File: config.mk
export PLATFORM = sky130hd
export DESIGN_NAME = float_add_issue_flat
export DESIGN_NICKNAME = d
export VERILOG_FILES = /design/src/rtl/floatingpoint.sv /design/src/rtl/float_add_issue_if.sv /design/src/rtl/float_issue_fifo.sv /design/src/rtl/float_add_issue.sv /design/src/flat_wrapper.sv
export SDC_FILE = /design/constraint.sdc
export NUM_CORES = 1
export LEC_CHECK = 0
export BUFFER_PORTS_ARGS = -buffer_cell sky130_fd_sc_hd__buf_2
export CORE_MARGIN = 2
export CORE_UTILIZATION = 35
export CTS_CLUSTER_SIZE = 16
export DETAILED_ROUTE_END_ITERATION = 10
export PLACE_DENSITY = 0.65
export SETUP_SLACK_MARGIN = 0.05
export SYNTH_ARGS = -nofsm -noshare
export SYNTH_HDL_FRONTEND = slang
export SYNTH_HIERARCHICAL = 1
export SYNTH_SLANG_ARGS = --single-unit
File: constraint.sdc
create_clock -name Clock -period 3.1 [get_ports Clock]
set_input_delay 0.62 -clock Clock [delete_from_list [all_inputs] [get_ports Clock]]
set_output_delay 0.62 -clock Clock [all_outputs]
set_load 0.01 [all_outputs]
File: src/rtl/floatingpoint.sv
// rtl/floatingpoint.sv - single-precision float type, constants and operand classifier
package floatingpoint;

   typedef struct packed {
      logic        sign;
      logic [7:0]  exponent;
      logic [22:0] mantissa;
   } float;

   typedef enum logic [2:0] {
      FP_ZERO,
      FP_DENORM,
      FP_NORMAL,
      FP_INF,
      FP_NAN
   } fp_class_t;

   localparam float       FP_CANON_NAN = 32'h7FC00000;
   localparam logic [7:0] FP_EXP_MAX   = 8'hFF;

   function automatic fp_class_t fp_classify(input float f);
      fp_class_t c;
      if (f.exponent == 8'h00) begin
         c = (f.mantissa == '0) ? FP_ZERO : FP_DENORM;
      end else if (f.exponent == FP_EXP_MAX) begin
         c = (f.mantissa == '0) ? FP_INF : FP_NAN;
      end else begin
         c = FP_NORMAL;
      end
      return c;
   endfunction

endpackage

File: src/rtl/float_add_issue_if.sv
// rtl/float_add_issue_if.sv - operand, adder-side and result signals of the issue stage
interface float_add_issue_if;
   import floatingpoint::*;

   float InA;
   float InB;
   logic InValid;
   logic InReady;
   float AddOp1;
   float AddOp2;
   logic AddInputValid;
   float AddResult;
   logic AddResultValid;
   float Out;
   logic OutValid;
   logic OutReady;

   modport slave (
      input  InA, InB, InValid, AddResult, AddResultValid, OutReady,
      output InReady, AddOp1, AddOp2, AddInputValid, Out, OutValid
   );

   modport master (
      output InA, InB, InValid, AddResult, AddResultValid, OutReady,
      input  InReady, AddOp1, AddOp2, AddInputValid, Out, OutValid
   );
endinterface

File: src/rtl/float_issue_fifo.sv
// rtl/float_issue_fifo.sv - power-of-two operand-pair FIFO with registered count
module float_issue_fifo #(
   parameter int DEPTH = 4,
   parameter int WIDTH = 64
) (
   input  logic                         clk,
   input  logic                         resetn,
   input  logic                         push,
   input  logic                         pop,
   input  logic [WIDTH-1:0]             wdata,
   output logic [WIDTH-1:0]             rdata,
   output logic                         full,
   output logic                         empty,
   output logic [$clog2(DEPTH+1)-1:0]   count
);
   localparam int AW = $clog2(DEPTH);
   localparam int CW = $clog2(DEPTH + 1);

   logic [WIDTH-1:0] mem_q [DEPTH];
   logic [WIDTH-1:0] mem_d [DEPTH];
   logic [AW-1:0]    wr_ptr_q, wr_ptr_d, rd_ptr_q, rd_ptr_d;
   logic [CW-1:0]    count_q, count_d;

   assign rdata = mem_q[rd_ptr_q];
   assign full  = (count_q == CW'(DEPTH));
   assign empty = (count_q == '0);
   assign count = count_q;

   // Pointer, storage and occupancy update; pointers wrap naturally at DEPTH
   always_comb begin
      mem_d    = mem_q;
      wr_ptr_d = wr_ptr_q;
      rd_ptr_d = rd_ptr_q;
      count_d  = count_q;
      if (push) begin
         mem_d[wr_ptr_q] = wdata;
         wr_ptr_d        = wr_ptr_q + AW'(1);
      end
      if (pop) begin
         rd_ptr_d = rd_ptr_q + AW'(1);
      end
      if (push && !pop) begin
         count_d = count_q + CW'(1);
      end else if (pop && !push) begin
         count_d = count_q - CW'(1);
      end
   end

   // State register; payload storage needs no reset
   always_ff @(posedge clk) begin
      mem_q <= mem_d;
      if (!resetn) begin
         wr_ptr_q <= '0;
         rd_ptr_q <= '0;
         count_q  <= '0;
      end else begin
         wr_ptr_q <= wr_ptr_d;
         rd_ptr_q <= rd_ptr_d;
         count_q  <= count_d;
      end
   end
endmodule

File: src/rtl/float_add_issue.sv
// rtl/float_add_issue.sv - operand issue / result collection around FloatAdder; optional FLOAT_ADD_TIMEOUT_EN
module float_add_issue
   import floatingpoint::*;
#(
   parameter int DEPTH   = 4,
   parameter int TIMEOUT = 64
) (
   input  logic             Clock,
   input  logic             Reset,
   float_add_issue_if.slave bus,
   output logic             Busy
);
   typedef enum logic [1:0] {IDLE, CHECK, LAUNCH, WAIT} state_t;
   localparam int CW = $clog2(DEPTH + 1);

   state_t        state_q, state_d;
   float          op_a_q, op_a_d, op_b_q, op_b_d, out_q, out_d;
   logic          out_valid_q, out_valid_d, rv_prev_q, rv_prev_d;
   logic          fifo_push, fifo_pop, fifo_full, fifo_empty;
   logic [63:0]   fifo_rdata;
   logic [CW-1:0] fifo_count;
   fp_class_t     class_a, class_b;
   logic          zero_a, zero_b, bypass;
   float          bypass_res;
   logic          rv_rise, timed_out;

   assign fifo_push = bus.InValid && !fifo_full;
   assign rv_rise   = bus.AddResultValid && !rv_prev_q;

   float_issue_fifo #(.DEPTH(DEPTH), .WIDTH(64)) u_fifo (
      .clk    (Clock),
      .resetn (Reset),
      .push   (fifo_push),
      .pop    (fifo_pop),
      .wdata  ({bus.InA, bus.InB}),
      .rdata  (fifo_rdata),
      .full   (fifo_full),
      .empty  (fifo_empty),
      .count  (fifo_count)
   );

`ifdef FLOAT_ADD_TIMEOUT_EN
   localparam int TW = $clog2(TIMEOUT + 1);
   logic [TW-1:0] timer_q, timer_d;

   assign timed_out = !rv_rise && (timer_q == TW'(TIMEOUT - 1));

   // WAIT watchdog: cleared while launching, counts every cycle spent waiting
   always_comb begin
      timer_d = timer_q;
      if (state_q == LAUNCH) begin
         timer_d = '0;
      end else if (state_q == WAIT) begin
         timer_d = timer_q + TW'(1);
      end
   end

   // Watchdog register
   always_ff @(posedge Clock) begin
      if (!Reset) timer_q <= '0;
      else        timer_q <= timer_d;
   end
`else
   logic unused_timeout;
   assign unused_timeout = (TIMEOUT != 0);
   assign timed_out      = 1'b0;
`endif

   // Special-case resolution; denormals behave as signed zeros
   always_comb begin
      class_a    = fp_classify(op_a_q);
      class_b    = fp_classify(op_b_q);
      zero_a     = (class_a == FP_ZERO) || (class_a == FP_DENORM);
      zero_b     = (class_b == FP_ZERO) || (class_b == FP_DENORM);
      bypass     = 1'b1;
      bypass_res = op_a_q;
      if ((class_a == FP_NAN) || (class_b == FP_NAN) ||
          ((class_a == FP_INF) && (class_b == FP_INF) && (op_a_q.sign != op_b_q.sign))) begin
         bypass_res = FP_CANON_NAN;
      end else if (class_a == FP_INF) begin
         bypass_res = op_a_q;
      end else if (class_b == FP_INF) begin
         bypass_res = op_b_q;
      end else if (zero_a && zero_b) begin
         bypass_res = {op_a_q.sign & op_b_q.sign, 31'b0};
      end else if (zero_a) begin
         bypass_res = op_b_q;
      end else if (zero_b) begin
         bypass_res = op_a_q;
      end else begin
         bypass = 1'b0;
      end
   end

   // Next-state logic
   always_comb begin
      state_d = state_q;
      case (state_q)
         IDLE:    if (!fifo_empty && !out_valid_q) state_d = CHECK;
         CHECK:   state_d = bypass ? IDLE : LAUNCH;
         LAUNCH:  state_d = WAIT;
         WAIT:    if (rv_rise || timed_out) state_d = IDLE;
         default: state_d = IDLE;
      endcase
   end

   // Datapath and output-register updates per state
   always_comb begin
      op_a_d      = op_a_q;
      op_b_d      = op_b_q;
      out_d       = out_q;
      out_valid_d = out_valid_q;
      rv_prev_d   = bus.AddResultValid;
      fifo_pop    = 1'b0;
      if (out_valid_q && bus.OutReady) out_valid_d = 1'b0;
      case (state_q)
         IDLE: begin
            if (!fifo_empty && !out_valid_q) begin
               fifo_pop         = 1'b1;
               {op_a_d, op_b_d} = fifo_rdata;
            end
         end
         CHECK: begin
            if (bypass) begin
               out_d       = bypass_res;
               out_valid_d = 1'b1;
            end
         end
         WAIT: begin
            if (rv_rise) begin
               out_d       = bus.AddResult;
               out_valid_d = 1'b1;
            end else if (timed_out) begin
               out_d       = FP_CANON_NAN;
               out_valid_d = 1'b1;
            end
         end
         default: ;
      endcase
   end

   // State and datapath registers
   always_ff @(posedge Clock) begin
      if (!Reset) begin
         state_q     <= IDLE;
         op_a_q      <= '0;
         op_b_q      <= '0;
         out_q       <= '0;
         out_valid_q <= 1'b0;
         rv_prev_q   <= 1'b0;
      end else begin
         state_q     <= state_d;
         op_a_q      <= op_a_d;
         op_b_q      <= op_b_d;
         out_q       <= out_d;
         out_valid_q <= out_valid_d;
         rv_prev_q   <= rv_prev_d;
      end
   end

   assign bus.InReady       = !fifo_full;
   assign bus.AddOp1        = op_a_q;
   assign bus.AddOp2        = op_b_q;
   assign bus.AddInputValid = (state_q == LAUNCH);
   assign bus.Out           = out_q;
   assign bus.OutValid      = out_valid_q;
   assign Busy              = (state_q != IDLE) || (fifo_count != '0);
endmodule

File: src/flat_wrapper.sv
// flat-port wrapper written by rule: the top's interface ports become plain ports
module float_add_issue_flat import floatingpoint::*;
#(
   parameter int DEPTH   = 4,
   parameter int TIMEOUT = 64
)
  (Clock, Reset, Busy, bus_InA, bus_InB, bus_InValid, bus_AddResult, bus_AddResultValid, bus_OutReady, bus_InReady, bus_AddOp1, bus_AddOp2, bus_AddInputValid, bus_Out, bus_OutValid);
  float_add_issue_if bus_i ();
  input  logic Clock;
  input  logic Reset;
  output logic Busy;
  input wire logic [$bits(bus_i.InA)-1:0] bus_InA;
  input wire logic [$bits(bus_i.InB)-1:0] bus_InB;
  input wire logic [$bits(bus_i.InValid)-1:0] bus_InValid;
  input wire logic [$bits(bus_i.AddResult)-1:0] bus_AddResult;
  input wire logic [$bits(bus_i.AddResultValid)-1:0] bus_AddResultValid;
  input wire logic [$bits(bus_i.OutReady)-1:0] bus_OutReady;
  output wire logic [$bits(bus_i.InReady)-1:0] bus_InReady;
  output wire logic [$bits(bus_i.AddOp1)-1:0] bus_AddOp1;
  output wire logic [$bits(bus_i.AddOp2)-1:0] bus_AddOp2;
  output wire logic [$bits(bus_i.AddInputValid)-1:0] bus_AddInputValid;
  output wire logic [$bits(bus_i.Out)-1:0] bus_Out;
  output wire logic [$bits(bus_i.OutValid)-1:0] bus_OutValid;
  assign bus_i.InA = bus_InA;
  assign bus_i.InB = bus_InB;
  assign bus_i.InValid = bus_InValid;
  assign bus_i.AddResult = bus_AddResult;
  assign bus_i.AddResultValid = bus_AddResultValid;
  assign bus_i.OutReady = bus_OutReady;
  assign bus_InReady = bus_i.InReady;
  assign bus_AddOp1 = bus_i.AddOp1;
  assign bus_AddOp2 = bus_i.AddOp2;
  assign bus_AddInputValid = bus_i.AddInputValid;
  assign bus_Out = bus_i.Out;
  assign bus_OutValid = bus_i.OutValid;
  float_add_issue #(.DEPTH(DEPTH), .TIMEOUT(TIMEOUT)) u_core (.Clock(Clock), .Reset(Reset), .bus(bus_i), .Busy(Busy));
endmodule
# [Yosys cells after proc, flatten, opt, wreduce, memory -nomap -nowiden]
# Cells that the tools add are included.
[classes] n_eq_ne=16 n_bitwise=3 magnitude_cmp=3 n_addsub=4 n_mux=40 reduce_logical=36
[ops] cell="256-bit bitwise mux" count=1
[ops] cell="32-bit two-way mux" count=7
[ops] cell="64-bit two-way mux" count=3
[ops] cell="64-bit binary-select mux with 2-bit select" count=1
[ops] cell="64-bit demux with 2-bit select" count=1
[ops] cell="32-bit one-hot mux with 2 select lines" count=1
[ops] cell="23-bit zero test" count=2
[ops] cell="3-bit two-way mux" count=8
[ops] cell="8-bit equality test, second input constant" count=2
[ops] cell="8-bit zero test" count=2
[ops] cell="1-bit two-way mux" count=13
[ops] cell="1-bit logical AND" count=10
[ops] cell="3-bit equality test, second input constant" count=3
[ops] cell="3-bit zero test" count=3
[ops] cell="2-bit one-hot mux with 4 select lines" count=1
[ops] cell="3-bit by 1-bit equality test with 1-bit output, second input constant" count=2
[ops] cell="3-bit by 2-bit equality test with 1-bit output, second input constant" count=2
[ops] cell="3-bit >= comparator, second input constant" count=2
[ops] cell="1-bit zero test" count=6
[ops] cell="2-bit two-way mux" count=3
[ops] cell="2-bit by 1-bit != test with 1-bit output, second input constant" count=3
[ops] cell="2-bit NOT with 3-bit output" count=2
[ops] cell="2-bit nonzero test" count=3
[ops] cell="1-bit logical OR" count=5
[ops] cell="13 further kinds" count=16
[totals] elab_cells=121 inputBits=101 out_inout_bits=100 regBits=363

# [Depth between registers and ports, before layout]
# Gate-level depths: netlist of the first run.
[depth] word_depth=14 ltp_mapped=12 ltp_nobuf=11

# [Cells and area by module]
# The synthesis of the first run kept the hierarchy.
[modules_own_cells] module="float_issue_fifo" n_inst=1 area_each_um2=9633.0 cells_each=374 seq_area_each_um2=7827.5
[modules_own_cells] module="float_add_issue" n_inst=1 area_each_um2=4514.3 cells_each=584 seq_area_each_um2=2001.9

# [Worst setup path after synthesis of the first run]
# Ideal clock, no wire load.
[synth_timing] path_type="input -> register" start="input port bus_InValid" end="register u_core/u_fifo/mem_q[192] in the netlist's numbering, enable pin" path_stages=2 setup_ns=0.429 slack_ns=0.145 n_path_buf=0 t_required_ns=2.671 arrival_ns=2.526 cell_sequence="nor2b_1 > and2_1"
[synth_via] elab_chain_len=1
[synth_lines] item="start: declaration" line="flat_wrapper.sv:14" source="input wire logic [$bits(bus_i.InValid)-1:0] bus_InValid;"
[synth_lines] item="1-bit logical AND" line="float_add_issue.sv:27" source="assign fifo_push = bus.InValid && !fifo_full;"
[synth_lines] item="end signal: assignment" line="float_issue_fifo.sv:51" source="mem_q <= mem_d;"
[synth_lines] item="end: declaration" line="float_issue_fifo.sv:19" source="logic [WIDTH-1:0] mem_q [DEPTH];"
# No other way between the ends.
# A chain may end at the register's enable or synchronous reset.

# [Worst setup path after layout of the first run]
[layout_timing] start="register u_core.op_a_q, in the netlist u_core/bus.AddOp1[4]" end="register u_core.out_q, in the netlist u_core/bus.Out[0]"
[layout_via] elab_chain_len=13 word_cells_on_any_way=29 cone_classes="eq/ne: 4; mux: 16; reduce/logical: 9"
[layout_lines] item="start: declaration" line="float_add_issue.sv:17" source="float op_a_q, op_a_d, op_b_q, op_b_d, out_q, out_d;"
[layout_lines] item="start signal: assignment" line="float_add_issue.sv:153" source="op_a_q <= op_a_d;"
[layout_lines] item="23-bit zero test *" line="floatingpoint.sv:24, floatingpoint.sv:26"
[layout_lines] item="3-bit two-way mux" line="floatingpoint.sv:26" source="c = (f.mantissa == '0) ? FP_INF : FP_NAN;"
[layout_lines] item="3-bit two-way mux" line="floatingpoint.sv:25" source="end else if (f.exponent == FP_EXP_MAX) begin"
[layout_lines] item="3-bit two-way mux *" line="floatingpoint.sv:23" source="if (f.exponent == 8'h00) begin"
[layout_lines] item="3-bit by 1-bit equality test with 1-bit output / 3-bit zero test (equally long branches)" line="float_add_issue.sv:73" source="zero_a = (class_a == FP_ZERO) || (class_a == FP_DENORM);"
[layout_lines] item="1-bit logical OR" line="float_add_issue.sv:73"
[layout_lines] item="32-bit two-way mux, or another cell as far along" line="float_add_issue.sv:86" source="end else if (zero_a) begin"
[layout_lines] item="32-bit two-way mux / 1-bit two-way mux (equally long branches)" line="float_add_issue.sv:84" source="end else if (zero_a && zero_b) begin"
[layout_lines] item="32-bit two-way mux / 1-bit two-way mux (equally long branches)" line="float_add_issue.sv:82" source="end else if (class_b == FP_INF) begin"
[layout_lines] item="32-bit two-way mux / 1-bit two-way mux (equally long branches)" line="float_add_issue.sv:80" source="end else if (class_a == FP_INF) begin"
[layout_lines] item="32-bit two-way mux / 1-bit two-way mux (equally long branches)" line="float_add_issue.sv:77" source="if ((class_a == FP_NAN) || (class_b == FP_NAN) ||"
[layout_lines] item="32-bit two-way mux / 2-bit by 1-bit != test with 1-bit output (equally long branches)"
[layout_lines] item="32-bit one-hot mux with 2 select lines / 3-bit AND reduction (equally long branches)"
[layout_lines] item="end signal: assignment" line="float_add_issue.sv:155" source="out_q <= out_d;"
[layout_lines] item="end: declaration" line="float_add_issue.sv:17"
# Mark *: on every way between the ends. The rest lies on a longest branch, timed or not. The select of a mux whose other input is x is not followed.

==> results of run 1 <==
## layout make-up
type / count / area [um^2] / area share (%)
inverters: 10 / 37.5 / 0.219
repair buffers: 232 / 1340 / 7.84
multi-input cells: 527 / 3970 / 23.2
diodes: 1 / 2.50 / 0.0146
clock inverters: 16 / 184 / 1.07
flip-flops and latches: 363 / 9830 / 57.5
clock buffers: 54 / 1080 / 6.32
well taps: 525 / 657 / 3.84
## metal layers
metal  up-vias  routed length (um)  global-route usage [%]
met5         -                  64                       0
met1      4482               16400                    24.8
met2       317               18000                    28.7
met3        76                3380                    5.49
met4        12                1280                    6.83
li1       4081                   -                       -
## sequential cells by signal (all words and copies together) (netlist names), named ones only
name	cells
u_core/rv_prev_q	1
u_core/bus.AddOp1	32
u_core/u_fifo/mem_q	256
u_core/bus.OutValid	1
u_core/bus.AddOp2	32
u_core/bus.Out	32
u_core/u_fifo/rd_ptr_q	2
u_core/state_q	1
u_core/u_fifo/wr_ptr_q	2
u_core/u_fifo/count	3
## worst reg2reg max path: cells and delay by family, from the launching register on
family	cells	cell delay (ns)
flip-flops	1	0.34
AND/OR/NAND/NOR	4	1.89
AO/OA/AOI/OAI	2	0.26
## power breakdown
group	internal (mW)	total (mW)	switching, mW
logic	2.34	6.05	3.71
registers	6.13	7.00	0.864
clock network	2.77	4.63	1.85
## cells by family after synthesis
group           count (synthesis)  synth area share, %
compound gates                162                 7.19
mux                            66                 10.3
xor+xnor                        5                0.310
simple gates                  287                 9.53
fa+ha+maj                       7                0.672
buf+inv                        68                 2.49
flops                         363                 69.5
## per-stage QoR
stage,hold WS (ns),total power [mW],cells
floorplan,0.486,10.8,958
global placement,0.456,13.1,1657
detailed placement,0.462,13.2,1657
CTS,0.279,17.8,1727
global route,0.285,18.6,1728
finish,0.297,17.7,1728
## cell usage in the layout (no fill, tap or decap), types with 9 or more instances in the layout
master and n:
clkbuf_1 10, buf_2 200, nor4_1 10, buf_4 24, o211ai_1 9, o21ai_0 13, nand2_1 182, edfxtp_1 256
nand3_1 28, a31oi_1 11, a21oi_1 79, mux4_2 64, clkbuf_16 39, dfxtp_1 105, and3_1 14, o21bai_1 9
## worst paths after layout
| path | cells after the start | slack [ns] | endpoint | from |
|---|---|---|---|---|
| worst max-delay path | 6 | 0.50 | u_core/bus.Out[0] | u_core/bus.AddOp1[4] |
| worst min-delay path | 1 | 0.30 | u_core/u_fifo/mem_q[4] | bus_InB[4] |
| worst max register to register | 6 | 0.50 | u_core/bus.Out[0] | u_core/bus.AddOp1[4] |
| worst min register to register | 2 | 0.48 | u_core/bus.Out[30] | u_core/bus.Out[30] |
==> metrics.cfg, run 1 <==
[yosys]
ys_seq_elements=363
synth_area_leader_cell=edfxtp_1
dominantRegCellSynth=edfxtp_1
avgSynthCellArea_um2=14.8
ys_types=58
netlist_instances=958
synth_nets=1066
yosys.cell_count.top_type=edfxtp_1
yosys-top-cells-area=edfxtp_1, dfxtp_1, mux4_2, nand2_1, a21oi_1
ys_warn_count=6
async_flop_share_pct=0
seq_area_frac_synth_pct=69.5
netlist_area_mm2=0.0141
synthDominantCellAreaShare_pct=54.3
synth_enable_flop_cells=256
synthTopCellsByCount=edfxtp_1, nand2_1, dfxtp_1

[timing]
fin_tns_setup_ns=0
maxSlewViolCount=0
max_freq_mhz=384
period_share_pct=83.9
finClkSkew_ns=0.0295
tightest_slew_ns=1.01
hold_viol_final=0
slew_headroom_pct=32.5
setup_viol=0
finalWorstSetupSlack_ns=0.499
period_minus_slack_ns=2.60
rsz0062_at_grt=no

[drt]
wl_per_cell_um=22.6
ant_nets=0
via_count=8968
drt-vias-per-instance=5.19
firstDrtPassIters=5
drt_iter0_drc=876
routed_wl_um=39100
drcViolationCount=0

[cts]
cts_sinks=363
clkTransAtPathRegs_ns=0.06
hold_buffers=0
cts_max_level=2
clk_path_buf_depth=3
clk_latency_ns=0.54
tritoncts=built
cts_root_buf=clkbuf_16
cts_made_buffers=39
cts_setup_buffers=0
cts-resized-gates=0

[layout]
layout.nets=1281
fin_util_pct=43.0
design_area_mm2=0.0171
fillers=3676
final_layout_size_suffix_gt1_share_pct=31.8
syn_to_final_growth_pct=21.0

[setup_path]
cp.arrival_ns=3.01
path_class=flip-flop to flip-flop
end_kind=flip-flop
path_delay_family=simple AND/OR/NAND/NOR gates
crit_required_ns=3.51
cp_max_fo=23
critical-path-slowest-cell=nor4_1
slowest_delay_ns=0.63
start_kind=flip-flop
crit_chain=nor4_1, and4bb_2, nand2_1, and3_1, o21bai_1, a31oi_1
crit_buf_inv=0

[place]
place_area_mm2=0.0158
pre_cts_ws_ns=0.528
port_buffers=200
gp_congestion=0.795
post-dp-hpwl_um=26100

[die]
rows=73
die_area_mm2=0.0420
initial_utilization_pct=35.5
ios=201
design.core.area_mm2=0.0398
die_w_um=205
fp.dieH_um=205

[global_route]
antenna_found_initial=7
track_usage_pct=18.6
gr-total-overflow=0
grt_pass1_vias=8825
grt_start_max_net_pins=67
grt_pass1_wl_um=57100

[power_and_ir_drop]
power_leakage_nw=6.12
p_per_area_mw_per_mm2=1030
peakVddDrop_uv=578

[worst_hold_path]
worstHoldPathType=input pin to flip-flop

[status]
status=complete, no violations

[flow_run]
cap_violations=0

Note: power is estimated with default switching activity, not from simulation.
==> run 2, diff against run 1 <==
--- a/config.mk
+++ b/config.mk
@@ -5,6 +5,7 @@
 export SDC_FILE = /design/constraint.sdc
 export NUM_CORES = 1
 export LEC_CHECK = 0
+export ABC_AREA = 1
 export BUFFER_PORTS_ARGS = -buffer_cell sky130_fd_sc_hd__buf_2
 export CORE_MARGIN = 2
 export CORE_UTILIZATION = 35
==> constraint.sdc (replaced) <==
create_clock -name Clock -period 2.1 [get_ports Clock]
set_input_delay 0.42 -clock Clock [delete_from_list [all_inputs] [get_ports Clock]]
set_output_delay 0.42 -clock Clock [all_outputs]
set_load 0.01 [all_outputs]
==> metrics.cfg, run 2 <==
[cts]
cts_made_buffers=39  ; unchanged
cts_sinks=363  ; unchanged
cts_max_level=2  ; unchanged
tritoncts=built
clk_path_buf_depth=3  ; unchanged
clkTransAtPathRegs_ns=0.06  ; about the same
cts_root_buf=clkbuf_16
hold_buffers=0  ; unchanged
clk_latency_ns=0.54  ; about the same

[flow_run]
cap_violations=0  ; unchanged

[yosys]
ys_warn_count=6  ; unchanged
synth_enable_flop_cells=256  ; unchanged
dominantRegCellSynth=edfxtp_1
yosys.cell_count.top_type=nor2_1
seq_area_frac_synth_pct=65.6  ; -3.9 points
ys_seq_elements=363  ; unchanged
ys_types=29  ; -50%
async_flop_share_pct=0  ; unchanged
netlist_instances=1481  ; +55%
avgSynthCellArea_um2=10.1  ; -31%
netlist_area_mm2=0.0150  ; +6.0%
synth_nets=1589  ; +49%
synthDominantCellAreaShare_pct=51.3  ; -3.1 points
synthTopCellsByCount=nor2_1, edfxtp_1, nand2_1
yosys-top-cells-area=edfxtp_1, dfxtp_1, nor2_1, o21ai_0, nand2_1
synth_area_leader_cell=edfxtp_1

[die]
design.core.area_mm2=0.0421  ; +5.8%
ios=201  ; unchanged
die_area_mm2=0.0445  ; +5.9%
initial_utilization_pct=35.6  ; +0.062 points
rows=75  ; +2.7%
die_w_um=211  ; +2.9%
fp.dieH_um=211  ; +2.9%

[timing]
tightest_slew_ns=0.639  ; -0.373 ns
period_share_pct=92.3  ; +8.4 points
hold_viol_final=0  ; unchanged
period_minus_slack_ns=1.94  ; -0.663 ns
slew_headroom_pct=57.4  ; +25 points
setup_viol=0  ; unchanged
maxSlewViolCount=0  ; unchanged
finClkSkew_ns=0.0207  ; -0.00884 ns
timing.hold.ws_ns=0.0888  ; -0.209 ns
max_freq_mhz=516  ; +34%
finalWorstSetupSlack_ns=0.162  ; -0.337 ns
rsz0062_at_grt=yes

[place]
post-dp-hpwl_um=29900  ; +15%
gp_congestion=0.866  ; +8.9%
port_buffers=200  ; unchanged
pre_cts_ws_ns=-0.0311  ; -0.559 ns

[power_and_ir_drop]
p_per_area_mw_per_mm2=1450  ; +40%
power_leakage_nw=7.35  ; +20%
p_total_mw=26.4  ; +50%
peakVddDrop_uv=937  ; +62%

[layout]
fin_util_pct=43.3  ; +0.37 points
regMostFlops=u_core/u_fifo/mem_q
final_layout_size_suffix_gt1_share_pct=20.4  ; -11 points
layout.nets=1802  ; +41%
syn_to_final_growth_pct=21.8
largest_register_ff_count=256  ; unchanged
final_common_cell=nor2_1
final_cell_mix=nor2_1, edfxtp_1, nand2_1

[global_route]
gr-total-overflow=0  ; unchanged
track_usage_pct=18.8  ; +0.26 points
antenna_found_initial=10  ; +3
grt_pass1_vias=10500  ; +19%
grt_start_max_net_pins=97  ; +45%
grt_pass1_wl_um=63300  ; +11%

[drt]
ant_nets=0  ; unchanged
drt_iter0_drc=1007  ; +15%
wl_per_cell_um=19.1  ; -16%
firstDrtPassIters=6  ; +1
drt-vias-per-instance=5.01  ; -3.6%
via_count=11400  ; +27%
routed_wl_um=43400  ; +11%
drcViolationCount=0  ; unchanged

[status]
status=complete, no violations

[setup_path]
path_class=flip-flop to flip-flop
end_kind=flip-flop
cp.arrival_ns=2.37  ; -0.64 ns
crit_required_ns=2.53  ; -0.98 ns
start_kind=flip-flop
cp_max_fo=16  ; -30%

[worst_hold_path]
worstHoldPathType=input pin to flip-flop

## run 2: changes by cell type after synthesis, sizes merged, moves of 12 or more
cell    delta
a21oi     -24
and3      -14
buf       +19
clkbuf    +14
inv      +103
mux4      -64
nand2     +22
nor2     +287
nor4      -12
o211ai    +13
o21ai    +197
o22ai     +56
## run 2: per-stage QoR
step | instances | instance area [um^2] | TNS, ns
4_1_cts | 2260 | 18200 | 0
5_1_grt | 2264 | 18200 | 0
2_1_floorplan | 1481 | 15000 | 0
6_report | 2269 | 18300 | 0
3_3_place_gp | 2189 | 16900 | 0
3_5_place_dp | 2189 | 16900 | -0.0311
## run 2: kinds of logic after synthesis
logic type	after synthesis	synth area share, %
AND/OR/NAND/NOR	554	14.7
flip-flops	363	65.6
AO/OA/AOI/OAI	353	12.7
buffers and inverters	204	6.40
adder cells (fa/ha/maj)	7	0.634
## run 2: worst max-delay path, cell delays in order (launching register included)
cell     delay, ns
dfxtp_1       0.39
nor2_1        0.07
nand2_1       0.12
nor2_2        0.07
nand4_1       0.16
nand2_1       0.09
nor2_1        0.27
nand3_4       0.23
nand2_4       0.25
nand2_1       0.08
nand2_1       0.07
nor2_1        0.04
## run 2: what timing repair did
item                                   4_1_cts  5_1_grt
gates cloned                                 0        2
buffers inserted                             0        1
pin swaps                                    0        1
endpoints found under the hold margin        0        0
setup endpoints to repair                    1       52
gates resized for setup                      1        9
## run 2: path summary, 6_finish.rpt
check	start	to	slack [ns]	cells after the start
worst min-delay path	bus_InA[19]	u_core/u_fifo/mem_q[115]	0.09	1
worst max-delay path	u_core/bus.AddOp2[18]	u_core/bus.Out[17]	0.16	11
worst max register to register	u_core/bus.AddOp2[18]	u_core/bus.Out[17]	0.16	11
worst min register to register	u_core/bus.AddOp2[4]	u_core/bus.AddOp2[4]	0.49	2
## run 2: layout make-up
cell class / instances / area (um^2)
Tap cell: 539 / 674
Antenna cell: 6 / 15.0
Fill cell: 3947 / 23900
Inverter: 113 / 442
Clock inverter: 21 / 259
Clock buffer: 50 / 1030
Sequential cell: 363 / 9840
Timing Repair Buffer: 261 / 1730
Multi-Input combinational cell: 916 / 4270
## run 2: layer usage
metal	vias up	wire, um	global-route usage (%)
li1	5508	-	-
met1	5366	18800	24.7
met2	403	20000	30.3
met3	66	3540	5.71
met4	14	965	5.34
met5	-	77	0
## run 2: power by group
part / total, mW / switching (mW) / internal [mW]
logic: 9.82 / 6.52 / 3.30
clock network: 6.91 / 2.81 / 4.10
registers: 9.71 / 0.738 / 8.97
